<file path="config.mk">
export PLATFORM = sky130hd
export DESIGN_NAME = square_decoder
export DESIGN_NICKNAME = d
export VERILOG_FILES = /design/src/rtl/square_decoder.sv
export SDC_FILE = /design/constraint.sdc
export NUM_CORES = 1
export LEC_CHECK = 0
export CORE_UTILIZATION = 55
export DETAILED_ROUTE_END_ITERATION = 8
export PLACE_DENSITY = 0.8
export SETUP_SLACK_MARGIN = 0.1
export SLEW_MARGIN = 20
export SYNTH_ARGS = -nofsm -noshare
export SYNTH_HDL_FRONTEND = slang
export SYNTH_SLANG_ARGS = --single-unit
</file>
<file path="constraint.sdc">
create_clock -name clk -period 3.9 [get_ports clk]
set_clock_uncertainty 0.1 [all_clocks]
set_input_delay 0.975 -clock clk [delete_from_list [all_inputs] [get_ports clk]]
set_output_delay 0.975 -clock clk [all_outputs]
set_load 0.05 [all_outputs]
</file>
<file path="src/rtl/square_decoder.sv">
// Square-wave receiver: recovers the per-level hold length and tone lock.
// Optional spike filter on the sliced level: SQUARE_DECODER_GLITCH_EN.
module square_decoder #(
  parameter int unsigned      WIDTH     = 8,
  parameter logic [WIDTH-1:0] THRESHOLD = WIDTH'(128),
  parameter logic [WIDTH-1:0] TOL       = '0
) (
  input  logic             clk,
  input  logic             reset_n,
  input  logic [WIDTH-1:0] square_in,
  output logic [WIDTH-1:0] freq_out,
  output logic             freq_valid,
  output logic             locked
);

  localparam logic [WIDTH-1:0] CNT_MAX = '1;

  typedef enum logic {
    S_IDLE,
    S_MEAS
  } state_e;

  state_e           state_q;
  logic             lvl;
  logic             lvl_q;
  logic             edge_w;
  logic             sat;
  logic             first_q;
  logic [WIDTH-1:0] count_q;
  logic [WIDTH-1:0] prev_q;
  logic [WIDTH-1:0] diff;

  assign lvl = (square_in >= THRESHOLD);
  assign sat = (count_q == CNT_MAX);

`ifdef SQUARE_DECODER_GLITCH_EN
  logic raw_q;

  // a level must be seen twice in a row before it is accepted
  assign edge_w = (lvl == raw_q) && (lvl != lvl_q);

  always_ff @(posedge clk) begin
    if (!reset_n) begin
      raw_q <= 1'b0;
      lvl_q <= 1'b0;
    end else begin
      raw_q <= lvl;
      if (edge_w)
        lvl_q <= lvl;
    end
  end
`else
  assign edge_w = (lvl != lvl_q);

  always_ff @(posedge clk) begin
    if (!reset_n)
      lvl_q <= 1'b0;
    else
      lvl_q <= lvl;
  end
`endif

  assign diff = (count_q >= prev_q) ? (count_q - prev_q)
                                    : (prev_q - count_q);

  always_ff @(posedge clk) begin
    if (!reset_n) begin
      state_q    <= S_IDLE;
      count_q    <= '0;
      prev_q     <= '0;
      first_q    <= 1'b0;
      freq_out   <= '0;
      freq_valid <= 1'b0;
      locked     <= 1'b0;
    end else begin
      freq_valid <= 1'b0;

      if (edge_w)
        count_q <= WIDTH'(1);
      else if (!sat)
        count_q <= count_q + WIDTH'(1);

      unique case (state_q)
        S_IDLE: begin
          locked <= 1'b0;
          if (edge_w) begin
            state_q <= S_MEAS;
            first_q <= 1'b1;
          end
        end
        S_MEAS: begin
          // an edge wins over a simultaneous timeout
          if (edge_w) begin
            freq_out   <= count_q;
            freq_valid <= 1'b1;
            prev_q     <= count_q;
            first_q    <= 1'b0;
            locked     <= first_q ? 1'b0 : (diff <= TOL);
          end else if (sat) begin
            state_q <= S_IDLE;
            locked  <= 1'b0;
          end
        end
        default: state_q <= S_IDLE;
      endcase
    end
  end

endmodule
</file>
* After elaboration in Yosys (flattened, before gate mapping)
Index checks and enable logic that the tools add are counted.
** Operators by class
- Add/sub/neg operators :: 3
- Magnitude comparators :: 3
- Equal/unequal tests :: 6
- Mux-type cells :: 14
- Bitwise gates (word level) :: 2
- Reductions and logical operators :: 4
** Operators by type and width (count)
- $sub 8x8->8 :: 2
- $mux 1 :: 10
- $add 8x1->8 const B :: 1
- $eq 8x8->1 const B :: 1
- $ge 8x8->1 :: 1
- $ge 8x8->1 const B :: 1
- $le 8x1->1 const B :: 1
- $mux 8 :: 1
- $pmux 1 s2 :: 3
- $reduce_and 2->1 :: 3
- $ne 2x2->1 const B :: 2
- $ne 3x1->1 const B :: 1
- $ne 2x1->1 const B :: 1
- $not 1->1 :: 2
- $reduce_or 2->1 :: 1
- $ne 1x1->1 :: 1
** Storage, ports and cells
- Flip-flop bits (word level) :: 21
- Bits of input ports :: 10
- Output and inout bits :: 10
- Logic and storage cells :: 40

* Logic depth before layout (Yosys ltp)
Gate-level depths: netlist (run 1).
- Word-level depth :: 6
- Depth in mapped cells :: 9

* Worst setup path before layout (run 1)
No wires, ideal clock.
- Path type :: reg-to-reg
- Start point :: register prev_q[3]
- End point :: register locked
- Setup time :: 0.058 ns
- Arrival :: 2.614 ns
- Data required time :: 3.742 ns
- Slack :: 1.128 ns
- Cell stages (with the launch flop) :: 10
- Clock period less this slack :: 2.772 ns
- Path through :: dfxtp_1 > inv_1 > ha_1 > buf_6 > or3b_1 > a2111o_1 > a21oi_1 > o32ai_1 > a2111oi_2 > a211o_1
** On the way
- Longest elaborated chain between the ends :: 6
- Elaborated cells on any way between the ends :: 8
- Classes of those cells :: 2 x add/sub; 2 x order compare; 4 x mux
** Ends and longest elaborated chain
- start: declaration :: RTL line 30 : logic [WIDTH-1:0] prev_q;
- start signal: assignment :: RTL line 96 : prev_q <= count_q;
- $sub 8x8->8 (tied with other cells) :: RTL line 64 : : (prev_q - count_q);
- $mux 8 (*) :: RTL line 63 : assign diff = (count_q >= prev_q) ? (count_q - prev_q)
- $le 8x1->1 (*) :: RTL line 98 : locked <= first_q ? 1'b0 : (diff <= TOL);
- $mux 1 (*) :: RTL line 98
- $mux 1 (*) :: RTL line 93 : if (edge_w) begin
- $pmux 1 s2 (*) :: RTL line 83 : unique case (state_q)
- end signal: assignment :: RTL line 98
- end: declaration :: RTL line 13 : output logic locked
Mark *: on every way between the ends. The rest lies on a longest branch, timed or not.
A chain may end at the register's enable or synchronous reset.

* Worst setup path after layout (run 1)
- Start point :: input square_in[7]
- End point :: register locked
** On the way
- Longest elaborated chain between the ends :: 4
- Elaborated cells on any way between the ends :: 5
- Classes of those cells :: 1 x order compare; 2 x eq/ne; 2 x mux
** Ends and longest elaborated chain
- start: declaration :: RTL line 10 : input logic [WIDTH-1:0] square_in,
- $ge 8x8->1 (*) :: RTL line 33 : assign lvl = (square_in >= THRESHOLD);
- $ne 1x1->1 (*) :: RTL line 53 : assign edge_w = (lvl != lvl_q);
- $mux 1 :: RTL line 93
- $pmux 1 s2 :: RTL line 83
Marks and branches as above.

==> results of run 1 <==
-- layer usage --
metal  GRT usage [%]  share of wire (%)
met1           30.69                 50
met2           35.21                 46
met3           4.598                3.2
met4           7.456               0.96
met5               0                  0
-- stage by stage --
stage                     total power, mW  instances
after detailed placement           0.3055        219
after global routing               0.4287        223
final                              0.4098        223
after CTS                          0.4097        223
after floorplan                    0.2869        182
after global placement             0.3031        219
-- power by group --
group / internal, mW / leakage (nW) / switching (mW)
Clock: 0.0384 / 0.0177 / 0.0697
Combinational: 0.0311 / 0.401 / 0.0448
Sequential: 0.221 / 0.171 / 0.00523
-- flip-flops by register name, summed over array words and instances, names as in the netlist --
register / cells
state_q: 1
freq_valid: 1
prev_q: 8
count_q: 8
locked: 1
first_q: 1
lvl_q: 1
-- critical path: cells and delay by family --
kind,cells,cell delay [ns]
xor gates and xnor gates,1,0.43
and+or+nand+nor,3,0.36
AOI/OAI and AO/OA,2,0.38
buffers and inverters,2,0.63
-- final cells by class --
class / count / share of cell area, %
timing repair buffer: 13 / 7.962
clock inverter: 1 / 0.3123
clock buffer: 3 / 1.405
sequential: 21 / 26.23
multi-input combinational: 137 / 57.53
tap: 30 / 2.342
inverter: 18 / 4.215
-- synthesized netlist by cell type (3+ instances only) --
master / count / area, sq um
ha_1: 16 / 200.2
a21oi_1: 9 / 45.04
nor3_1: 3 / 15.01
o21ai_0: 3 / 15.01
a21boi_0: 11 / 82.58
nand2_1: 25 / 93.84
nand3_1: 5 / 25.02
nand4_1: 5 / 31.28
clkbuf_1: 4 / 15.01
xnor2_1: 5 / 43.79
nor2_1: 16 / 60.06
nor2b_1: 3 / 18.77
inv_1: 18 / 67.56
dfxtp_1: 21 / 420.4
-- kinds of logic after synthesis --
logic type / Yosys count
compound gates: 40
xor+xnor: 7
fa+ha+maj: 16
buf+inv: 24
flops: 21
mux: 1
simple gates: 73
-- path summary, 6_finish.rpt --
path | to | from
hold / removal | prev_q[7] | prev_q[7]
hold reg to reg | prev_q[7] | prev_q[7]
setup reg to reg | locked | prev_q[3]
setup / recovery | locked | square_in[7]
-- cell usage in the layout (no fill, tap or decap), types with 2 or more instances in the layout --
cell	count
xor2_1	2
clkbuf_4	3
and3_1	2
nor2b_1	3
dfxtp_1	21
nand4_1	5
clkdlybuf4s50_1	12
inv_1	18
nor3_1	3
or3_1	2
nand3_1	5
o211ai_1	2
nand2b_1	2
o21ai_0	3
and2_1	2
or4_1	2
ha_1	16
xnor2_1	5
a21oi_1	9
nor2_1	16
a31oi_1	2
nand2_1	25
a21boi_0	11
==> results.ini, run 1 <==
[final_layout]
layout-drive-gt1-share_pct=5.699
regArea_sq_um=420.4
fillers=230
multi_input_area_sq_um=922.1
diodes=0
syn_to_final_growth_pct=10.72
nets=220
fin_util_pct=64.70
final_cell_area_sq_um=1603

[synth]
netlist_area_sq_um=1448
synthCells=182
synth-compound-area-share_pct=20.48
ys_types=44
synth-simple-area-share_pct=24.46
synth_nets=208
synth_top_family_by_area=simple AND/OR/NAND/NOR gates
synth-seq-cells=21
synth_seq_area_share_pct=29.04
async_reset_ff_share_pct=0
syn_avg_cell_area_sq_um=7.954
ys.flop_type=dfxtp_1
synth_edf_count=0
synth_adder_area_share_pct=13.83
synth_warnings=0
synth_mux_area_share_pct=0.6914
synth-xor-area-share_pct=4.235

[clock_network]
postCtsSetupBuffers=0
clk_pin_slew_ns=0.12
cts_tree=done
numClockSinks=21
clk_latency_ns=0.31
ctsHoldBuffers=0
cts_made_buffers=3
cts_buffer_depth=2
postCtsResizedCells=0
cts_root_buffer=clkbuf_4
htreeDepth=1

[placed_design]
hpwl_mm=2.346
dpl_cell_area_sq_um=1575
post-place-ws_ns=0.9071
gp_congestion=0.8764
port_buffers=12

[floorplan]
die_x_um=53.31
io_pins=20
num_rows=18
start_util_pct=58.43
die_area_sq_um=2841
coreArea_sq_um=2477
die_h_um=53.31

[route]
num_vias=1275
drt_iter0_markers=31
via_per_inst=5.717
first_pass_iters=4
drc=0
wirelength_mm=3.029
drtAntennaViolNets=0
routedWlPerCell_um=13.58

[worst_setup_path]
crit_path_cell_trace=clkdlybuf4s50_1 -> xnor2_1 -> nor2b_1 -> buf_4 -> and2_1 -> o211ai_1 -> nor4_1 -> a211o_1
cpPeakStageDelay_ns=0.44
critPathLaunchType=input port
crit_path_end_kind=register
path_max_fanout=9
regToRegSetupSlack_ns=1.29
critical-path-slowest-cell=clkdlybuf4s50_1
arrival_ns=2.78
crit_type=input port to register
rr_worst_depth=8
cp.required_ns=4.02

[timing]
fin_ws_ns=1.242
max_freq_mhz=376.2
hold_ws_ns=0.3912
fin_crit_sh_pct=68.16
drv_slew=0
worstMarginPinSlew_ns=0.5080
slew_headroom_pct=66.03
fin_tns_setup_ns=0
rsz0062_at_grt=false
period_needed_ns=2.658
hold_viol=0
finalSetupViolCount=0

[grt]
grt_max_degree=16
grt_usage_pct=22.65
grt_pass1_vias=1099
grt_pass1_wl_mm=4.726
antenna_found_initial=0
grt-ovfl-total=0

[worst_hold_path]
hold_depth=2
hp-class=register to register

[power_and_ir_drop]
ir_worst_vdd_uv=322.6
powerDensity_nw_per_um2=255.7
p_leak_nw=0.5893

[flow_run]
cap_violations=0

[status]
status=completed

No activity file was read; power rests on OpenSTA's default activity.
==> run 2: changes to the inputs <==
Settings changed: CORE_UTILIZATION 55 to 54, PLACE_DENSITY 0.8 to 0.79.
Clock period 3.9 ns to 2.7 ns, I/O delays scaled along.
==> results.ini, run 2 (synthesis results as in run 1) <==
[floorplan]
start_util_pct=57.91
die_h_um=53.78
io_pins=20
die_x_um=53.78
coreArea_sq_um=2500
die_area_sq_um=2892
num_rows=18

[worst_setup_path]
cpPeakStageDelay_ns=0.41
critical-path-slowest-cell=a2111o_1
cp.required_ns=2.88
path_max_fanout=4
crit_type=register to register
path_delay_family=compound AO/OA/AOI/OAI gates
arrival_ns=2.66
crit_path_end_kind=register
critPathLaunchType=register
crit_buf_inv=1
crit_path_cell_trace=inv_1 -> ha_1 -> or3b_1 -> a2111o_1 -> a21oi_1 -> o32ai_1 -> a2111oi_2 -> a211o_1

[power_and_ir_drop]
power.share.clock_pct=26.6
switching_share_pct=29.64
ir_worst_vdd_uv=391.7
pwr-share-comb_pct=19.0
powerDensity_nw_per_um2=367.1
p_switching_mw=0.1778
p_leak_nw=0.6090
pwr-share-seq_pct=54.5
intPower_mw=0.4221

[final_layout]
final_cell_mix=nand2_1 (25), dfxtp_1 (20), inv_1 (18), nor2_1 (16), ha_1 (16)
fillers=207
diodes=0
nets=224
layout_commonest_cell=nand2_1
layout-drive-gt1-share_pct=8.122
syn_to_final_growth_pct=12.88
fin_util_pct=65.37
regArea_sq_um=421.7
top_regs=count_q x8, prev_q x8
multi_input_area_sq_um=922.1

[route]
wirelength_mm=3.085
routedWlPerCell_um=13.59
via_per_inst=5.696
num_vias=1293
drtAntennaViolNets=0
drt_iter0_markers=18
first_pass_iters=4
drc=0

[worst_hold_path]
hp-class=register to register

[grt]
grt_usage_pct=23.59
grt_max_degree=15
grt_pass1_vias=1122
antenna_found_initial=0
grt-ovfl-total=0
grt_pass1_wl_mm=4.850

[clock_network]
clk_pin_slew_ns=0.12
postCtsResizedCells=0
cts_tree=done
clk_latency_ns=0.32
numClockSinks=21
cts_root_buffer=clkbuf_4
htreeDepth=1
ctsHoldBuffers=0
cts_made_buffers=3
postCtsSetupBuffers=0
cts_buffer_depth=2

[timing]
finalSetupViolCount=0
max_freq_mhz=402.0
slew_headroom_pct=66.67
rsz0062_at_grt=false
period_needed_ns=2.488
fin_tns_setup_ns=0
fin_crit_sh_pct=92.13
drv_slew=0
worstMarginPinSlew_ns=0.4984
hold_viol=0

[status]
status=completed

[flow_run]
cap_violations=0

[placed_design]
gp_congestion=0.8328
port_buffers=12
hpwl_mm=2.409

[run 2: cell count changes in the layout (fill, tap and decap cells not counted), sizes merged]
cell	delta
buf	+4
[run 2: area by class of cell]
cell class	instances	area share, %
multi-input cells	137	56.43
flip-flops and latches	21	25.80
repair buffers	17	9.648
inverters	18	4.135
well taps	30	2.297
clock buffers	3	1.378
clock inverters	1	0.3063
[run 2: worst min-delay path, stage by stage (launching register included)]
cell,delay [ns]
dfxtp_1,0.34
nand2_1,0.05
a21boi_0,0.07
[run 2: final timing paths]
check,to,cells after the start,start,slack [ns]
worst min register to register,prev_q[7],2,prev_q[7],0.40
worst min-delay path,prev_q[7],2,prev_q[7],0.40
worst max register to register,locked,8,prev_q[3],0.21
worst max-delay path,locked,8,prev_q[3],0.21
[run 2: routing by layer]
| metal | vias to the layer above | global-route usage (%) | routed length, um |
|---|---|---|---|
| li1 | 660 | - | - |
| met1 | 603 | 31.68 | 1515 |
| met2 | 25 | 38.48 | 1440 |
| met3 | 5 | 1.695 | 84 |
| met4 | 0 | 10.09 | 45 |
| met5 | - | 0 | 0 |
[run 2: stage by stage]
step                      power [mW]  hold WS (ns)  std cells  worst slack (ns)  cell area, sq um
after CTS                     0.6035        0.4050        227            0.2083              1634
after global routing          0.6223        0.4381        227            0.1269              1634
after floorplan               0.4144        0.3708        182            0.1088              1449
after global placement        0.4421        0.3722        223            0.3375              1607
after detailed placement      0.4465        0.3902        223            0.2518              1607
final                         0.5998        0.3985        227            0.2125              1634
[run 2: power groups by stage]
| stage | Sequential [mW] | Clock [mW] | Combinational [mW] |
|---|---|---|---|
| 2_1_floorplan | 0.340 | 0 | 0.0747 |
| 3_3_place_gp | 0.333 | 0 | 0.109 |
| 3_5_place_dp | 0.334 | 0 | 0.113 |
| 4_1_cts | 0.327 | 0.164 | 0.113 |
| 5_1_grt | 0.328 | 0.171 | 0.123 |
| 6_report | 0.327 | 0.159 | 0.114 |
==> run 3: changes to the inputs <==
Settings changed: CTS_CLUSTER_DIAMETER set to 150.
==> results of run 3 <==
Same layout as run 2: the final DEF is identical, and so are final timing and power.
==> edit: new RTL, config.mk and constraints of run 3 <==
`WIDTH`: 8 -> 10.
--- a/src/rtl/square_decoder.sv
+++ b/src/rtl/square_decoder.sv
@@ -1,7 +1,7 @@
 // Square-wave receiver: recovers the per-level hold length and tone lock.
 // Optional spike filter on the sliced level: SQUARE_DECODER_GLITCH_EN.
 module square_decoder #(
-  parameter int unsigned      WIDTH     = 8,
+  parameter int unsigned      WIDTH     = 10,
   parameter logic [WIDTH-1:0] THRESHOLD = WIDTH'(128),
   parameter logic [WIDTH-1:0] TOL       = '0
 ) (
Ports: changed (resized freq_out and square_in); port bits go from 20 to 24. No check against the original RTL was run, so the function may have changed too.
==> edit against run 3 <==
- routed wire length increased by 39%
- final area increased by 39%
- first-iteration DRC count increased to 7.3 times the old value
- critical path depth increased by 1
- clock power increased by 4%
- setup slack got worse by 0.0091 ns
- synthesized area increased by 24%
- total power increased by 23%
- sequential share of layout area decreased by 2.7 points
- sequential cell count increased by 4
==> edit: results <==
group,metric,value,unit
placed_design,placed_area,2060,um^2
worst_setup_path,reg2reg_depth,9,
worst_setup_path,crit_path_start,"prev_q[1]$_SDFFE_PN0P_",
grt,grt_pass1_wl,6.98,mm
pwr,power_leakage,0.903,nW
synthesis,ys_top_cells_by_count,"dfxtp_1 (25), inv_1 (22), ha_1 (20)",
finish,multi_input_area,1310,um^2
clock_tree,cts_buffers,3,
hold_path,holdPathStages,1,
clock_tree,clk_latency,0.31,ns
synthesis,yosysUniqueCellTypes,49,
finish,reg_top3,"count_q: 10 flops, prev_q: 10 flops",
hold_path,hold_end,"first_q$_SDFFE_PN0P_",
grt,grt_pass1_vias,1521,
timing,fin_crit,2.50,ns
worst_setup_path,crit_slowest_cell,"a221oi_4",
worst_setup_path,r2r_end,"locked$_SDFFE_PN0P_",
routing,wl_met1,1.92,mm
finish,nets,270,
grt,antenna_found_initial,0,
clock_tree,clk_pin_slew_worst_paths,0.14,ns
placed_design,gp_congestion,0.872,
placed_design,place_ws,0.0502,ns
grt,grt_max_degree,14,
routing,wl_met3,162,um
grt,global_route.usage.met2,0.443,
timing,holdWs,0.386,ns
pwr,combPwrFrac,0.255,
synthesis,synth_area_leaders,"dfxtp_1 (28%), ha_1 (14%), a22o_1 (4.9%)",
routing,wl_per_cell,15.3,um
placed_design,numPortBuffers,16,
grt,gr-usage-met3,0.0240,
outcome,outcome,"completed",
pwr,clk-power,165,uW
synthesis,syn_nets,243,
synthesis,ys_seq_area_frac,0.279,
timing,worst_pin_slew,0.501,ns
pwr,power_density,325,nW/um^2
clock_tree,clockBufferDepth,2,
clock_tree,root_buffer,"clkbuf_4",
pwr,ir_drop,0.484,mV
placed_design,hpwl,3.20,mm
worst_setup_path,crit_type,"flip-flop to flip-flop",
routing,finalWirelength,4.30,mm
routing,met2_length,2.16,mm
finish,final_layout_size_suffix_gt1_frac,0.224,
clock_tree,cts_max_level,1,
pwr,sw_frac_of_total,0.288,
worst_setup_path,crit_family,"compound AO/OA/AOI/OAI gates",
synthesis,synth_area_per_cell,8.49,um^2
worst_setup_path,crit_fanout,5,
hold_path,min-delay-start,"first_q$_SDFFE_PN0P_",
grt,track_usage,0.258,
worst_setup_path,critPathArrivalTime,2.63,ns
grt,use_met1,0.349,
worst_setup_path,slowest_delay,0.39,ns
finish,num-fill-cells,239,
routing,dr.first_iter.drc_count,132,
worst_setup_path,timing.rr.start,"prev_q[1]$_SDFFE_PN0P_",
routing,via_per_inst,5.74,
[edit: cell count changes in the layout (fill, tap and decap cells not counted), moves of 7 or more]
cell,before,now
a21boi_0,11,1
a22o_1,0,10
buf_4,5,14
dfxtp_1,20,13
dfxtp_2,1,9
nand2_1,25,7
[edit: cells by family after synthesis]
kind of cell | share of synthesized area
XOR/XNOR | 0.0538
buffers and inverters | 0.0705
AND/OR/NAND/NOR | 0.197
flip-flops | 0.279
adder cells (fa/ha/maj) | 0.140
multiplexers | 0.0175
AO/OA/AOI/OAI | 0.242
[edit: cell type report]
cell class                      instances  area share
Multi-Input combinational cell        156       0.579
Sequential cell                        25       0.231
Timing Repair Buffer                   30       0.117
Inverter                               22      0.0365
Tap cell                               44      0.0243
Clock buffer                            4      0.0116
[edit: timing repair]
action	4_1_cts	5_1_grt
gates resized for setup	9	21
buffers inserted	1	2
setup endpoints to repair	1	1
endpoints found under the hold margin	0	0
pin swaps	4	5
